File: src/rtl/dm_load_unit.sv
// dm_load_unit: load-side companion to a synchronous-read data memory.
// Accepts one load at a time and reads one word, or two when the access
// crosses a word boundary. The bytes are merged little-endian and the
// result is sign- or zero-extended.
//
// state  | meaning
// -------+----------------------------------------------------------
// IDLE   | ready for a request; latches word address, byte select, type
// RD0    | read strobe for the first word
// W0     | first word arrives; a spanning access issues the second read
// W1     | second word arrives; result registered with split=1
// DONE   | one-cycle done pulse with dout/split valid
module dm_load_unit (
    input  logic        clk,
    input  logic        rst,
    input  logic        req,
    input  logic [31:0] addr,
    input  logic [2:0]  DMType,
    output logic        ready,
    output logic        mem_rd,
    output logic [29:0] mem_addr,
    input  logic [31:0] mem_rdata,
    output logic [31:0] dout,
    output logic        done,
    output logic        split
);

    typedef enum logic [2:0] {
        S_IDLE,
        S_RD0,
        S_W0,
        S_W1,
        S_DONE
    } state_t;

    state_t      r_state;
    state_t      w_next;
    logic [29:0] r_waddr;
    logic [1:0]  r_sel;
    logic [2:0]  r_type;
    logic [31:0] r_lo;
    logic [31:0] r_dout;
    logic        r_split;

    logic        w_is_half;
    logic        w_is_byte;
    logic        w_is_word;
    logic        w_signed;
    logic        w_span;
    logic [31:0] w_hi;
    logic [31:0] w_lo;
    logic [63:0] w_pair;
    logic [31:0] w_field;
    logic [31:0] w_ext;

    // Decode the latched type; 101-111 fall through to word.
    always_comb begin
        w_is_half = (r_type == 3'b001) || (r_type == 3'b010);
        w_is_byte = (r_type == 3'b011) || (r_type == 3'b100);
        w_is_word = !w_is_half && !w_is_byte;
        w_signed  = (r_type == 3'b001) || (r_type == 3'b011);
        w_span    = (w_is_word && (r_sel != 2'd0)) || (w_is_half && (r_sel == 2'd3));
    end

    // Merge {hi,lo}, align to the byte select and extend. In W0 the
    // incoming word is lo and hi is zero; in W1 the incoming word is hi.
    always_comb begin
        w_hi    = (r_state == S_W1) ? mem_rdata : 32'd0;
        w_lo    = (r_state == S_W1) ? r_lo : mem_rdata;
        w_pair  = {w_hi, w_lo};
        w_field = w_pair[{r_sel, 3'b000} +: 32];
        w_ext   = w_field;
        if (w_is_half) begin
            w_ext = {{16{w_signed & w_field[15]}}, w_field[15:0]};
        end else if (w_is_byte) begin
            w_ext = {{24{w_signed & w_field[7]}}, w_field[7:0]};
        end
    end

    // Next-state and state-decoded outputs; no path from req/addr to the memory port.
    always_comb begin
        w_next   = r_state;
        ready    = 1'b0;
        done     = 1'b0;
        mem_rd   = 1'b0;
        mem_addr = 30'd0;
        case (r_state)
            S_IDLE: begin
                ready = 1'b1;
                if (req) w_next = S_RD0;
            end
            S_RD0: begin
                mem_rd   = 1'b1;
                mem_addr = r_waddr;
                w_next   = S_W0;
            end
            S_W0: begin
                if (w_span) begin
                    mem_rd   = 1'b1;
                    mem_addr = r_waddr + 30'd1;
                    w_next   = S_W1;
                end else begin
                    w_next = S_DONE;
                end
            end
            S_W1: begin
                w_next = S_DONE;
            end
            S_DONE: begin
                done   = 1'b1;
                w_next = S_IDLE;
            end
            default: w_next = S_IDLE;
        endcase
    end

    // State register, request latch, data capture and result registers.
    always_ff @(posedge clk) begin
        if (rst) begin
            r_state <= S_IDLE;
            r_waddr <= 30'd0;
            r_sel   <= 2'd0;
            r_type  <= 3'd0;
            r_lo    <= 32'd0;
            r_dout  <= 32'd0;
            r_split <= 1'b0;
        end else begin
            r_state <= w_next;
            if (r_state == S_IDLE && req) begin
                r_waddr <= addr[31:2];
                r_sel   <= addr[1:0];
                r_type  <= DMType;
            end
            if (r_state == S_W0) begin
                r_lo <= mem_rdata;
                if (!w_span) begin
                    r_dout  <= w_ext;
                    r_split <= 1'b0;
                end
            end
            if (r_state == S_W1) begin
                r_dout  <= w_ext;
                r_split <= 1'b1;
            end
        end
    end

    assign dout  = r_dout;
    assign split = r_split;

endmodule

File: config.mk
export PLATFORM = sky130hd
export DESIGN_NAME = dm_load_unit
export DESIGN_NICKNAME = d
export VERILOG_FILES = /design/src/rtl/dm_load_unit.sv
export SDC_FILE = /design/constraint.sdc
export NUM_CORES = 1
export LEC_CHECK = 0
export CORE_MARGIN = 1
export CORE_UTILIZATION = 40
export DETAILED_ROUTE_END_ITERATION = 6
export PLACE_DENSITY = 0.7
export SETUP_SLACK_MARGIN = 0.05
export SLEW_MARGIN = 0
export SYNTH_ARGS = -nofsm -noshare
export SYNTH_HDL_FRONTEND = slang
export SYNTH_SLANG_ARGS = --single-unit
File: constraint.sdc
create_clock -name clk -period 3 [get_ports clk]
set_input_delay 0.3 -clock clk [delete_from_list [all_inputs] [get_ports clk]]
set_output_delay 0.3 -clock clk [all_outputs]
set_load 0.01 [all_outputs]
==> impl_metrics.toml <==
[hold_path]
hp-class = "input port to flop"
hp-start = "rst"

[timing]
tns_ns = 0
skew_ns = 0.01238
max_freq_ghz = 0.3522
timing.slew.headroom_pct = 39.08
rsz0062_at_grt = "false"
hold_violations = 0
finalSetupViolations = 0
maxSlewViolCount = 0
min_period_ns = 2.839
worst_slew_pin_slew_ns = 0.9138
finalCritPeriodShare_pct = 94.64

[yosys]
synth_common_cells = "nand2_1 (190), dfxtp_1 (103), a21oi_1 (97), clkbuf_1 (42), o21ai_0 (42)"
yosysTopAreaCell = "dfxtp_1"
ys.flop_type = "dfxtp_1"
synth.mux.area_fraction_pct = 12.52
synth_fa_ha_area_share_pct = 0.4179
synth-compound-area-share_pct = 23.55
synth_top_area_share_pct = 34.43
syn_nets = 853
netlist_instances = 781
synth_top_family_by_area = "compound AO/OA/AOI/OAI gates"
synth-async-reset-ratio_pct = 0
synthSimpleGateAreaFrac_pct = 22.92
synth_xor_area_share_pct = 0.4388
yosysWarnings = 0
yosysSeqAreaShare_pct = 34.43
synth_edf_count = 0
yosysMostFrequentCell = "nand2_1"
ys_types = 54
mappedNetlistArea_um2 = 5988
ys_seq_elements = 103
syn_avg_cell_area_um2 = 7.667
synth_top_cells_by_area = "dfxtp_1 (34%), nand2_1 (12%), a21oi_1 (8.1%)"

[worst_setup_path]
cp_slowest_stage_delay_ns = 0.58
startpoint_type = "flop"
critical_path_buf_inv_count = 2
crit_fanout = 10
path_class = "flop to output pin"
slowest_stage = "clkdlybuf4s50_1"
critPathTopFamily = "simple AND/OR/NAND/NOR gates"
worstPathRequired_ns = 2.70
r2r_start = "r_sel[0]"
cp_data_arrival_time_ns = 2.54
startpoint = "r_type[2]"
path_cells = "nor3b_1, or2_2, or3_4, buf_4, o21ai_0, clkdlybuf4s50_1"
end_kind = "output pin"

[pwr]
p_int_mw = 2.381
p_leak_nw = 2.873
p_clk_share_pct = 34.2
finalPower_mw = 3.449
p_sw_mw = 1.068
vdd_drop_max_v = 0.0002658
power.density_nw_per_um2 = 433.0
p_sw_share_pct = 30.96
comb_power_share_pct = 21.7
seq_power_share_pct = 44.1

[job]
cap_violations = 0

[floorplanning]
initial_utilization_pct = 41.05
core-area_um2 = 14590
die_height_um = 124.4
die_area_um2 = 15460
io_pins = 136
die_x_um = 124.4
rows = 44

[routing]
vias_per_cell = 5.700
first_pass_iters = 5
detail-route-antenna-nets = 0
drc = 0
routedWlPerCell_um = 16.73
vias = 6190
first_iter_violations = 628
wl_mm = 18.17

[cells_and_area]
diodes = 0
final_layout_size_suffix_gt1_share_pct = 12.08
area_growth_pct = 33.01
final_net_count = 969

[clock_tree]
clk_path_buf_depth = 2
cts_tree = "yes"
htree_levels = 3
postCtsHoldBufs = 0
tritoncts.num_buffers = 9
clkSlewWorstSetupHoldPaths_ns = 0.08
clk_latency_ns = 0.37
cts.sinks = 103
cts_root_buffer = "clkbuf_16"

[placed_design]
portBuffers = 135
gp_congestion = 0.8341
dpl.hpwl_mm = 12.57

[grt]
grt_overflow = 0
antenna_found_initial = 0
grt_pass1_vias = 5609
grt_pass1_wl_mm = 29.26
track_usage_pct = 23.37
grt_max_degree = 62

[outcome]
status = "finished, final reports clean"
power groups by stage:
stage	sequential, mW	clock, mW	combinational [mW]
after floorplan	1.54	0	0.414
after global placement	1.54	0	0.734
after detailed placement	1.55	0	0.739
after CTS	1.52	1.20	0.741
after global routing	1.53	1.25	0.820
final	1.52	1.18	0.749
metal layers:
layer  track usage, %  up-vias  part of all wire, %
li1                 -     3044                    -
met1            32.86     2856                   46
met2            34.68      255                   43
met3            5.584       35                  8.1
met4            8.292        0                  2.7
met5                0        -                    0
placed cells by master, fill, tap and decap left out, types with 11 or more instances in the layout:
cell               n
nand3_1           16
nand2_1          190
dlygate4sd2_1     15
clkdlybuf4s50_1  110
nor3_1            13
nor2_1            40
mux2i_1           22
buf_4             31
a21oi_1           96
mux4_2            21
a211oi_1          18
a31oi_1           11
inv_1             17
o21ai_0           41
dfxtp_1           88
dfxtp_2           15
registers in the layout (all words and copies together), names as in the netlist:
register and cells:
r_waddr 30, r_state 3, dout 32, r_lo 32
r_type 3, split 1, r_sel 2
kinds of logic after synthesis:
| kind of cell | count (synthesis) |
|---|---|
| compound gates | 230 |
| simple gates | 313 |
| flops | 103 |
| buf+inv | 82 |
| fa+ha+maj | 2 |
| xor+xnor | 3 |
| mux | 48 |
metrics by stage:
| stage | util, % | cells | setup slack, ns | hold WS, ns | instance area [um^2] |
|---|---|---|---|---|---|
| final | 54.60 | 1086 | 0.1608 | 0.4132 | 7965 |
| after global routing | 54.60 | 1086 | 0.05171 | 0.4437 | 7965 |
| after CTS | 53.95 | 1080 | 0.0001603 | 0.4108 | 7870 |
| after detailed placement | 51.59 | 1062 | 0.1744 | 0.4465 | 7526 |
| after global placement | 51.59 | 1062 | 0.1964 | 0.4407 | 7526 |
| after floorplan | - | 781 | 0.7486 | 0.4333 | 5988 |
worst paths after layout:
| check | to | slack (ns) | depth (start not counted) |
|---|---|---|---|
| worst max-delay path | mem_addr[0] | 0.16 | 6 |
| worst min register to register | r_lo[7] | 0.46 | 2 |
| worst max register to register | dout[17] | 0.39 | 6 |
| worst min-delay path | r_state[2] | 0.41 | 2 |
area by class of cell:
class / instances / area, um^2
fillers: 1362 / 6624
multi-input cells: 596 / 3651
flip-flops and latches: 103 / 2081
repair buffers: 169 / 1647
well taps: 184 / 230.2
clock buffers: 9 / 225.2
inverters: 18 / 67.56
clock inverters: 7 / 63.81
timing repair:
action / CTS / global route
resized for setup: 40 / 13
buffers inserted: 2 / 5
cloned: 0 / 1
setup endpoints to repair: 29 / 9
pin swaps: 1 / 3
Power figures use the tool's default switching activity.
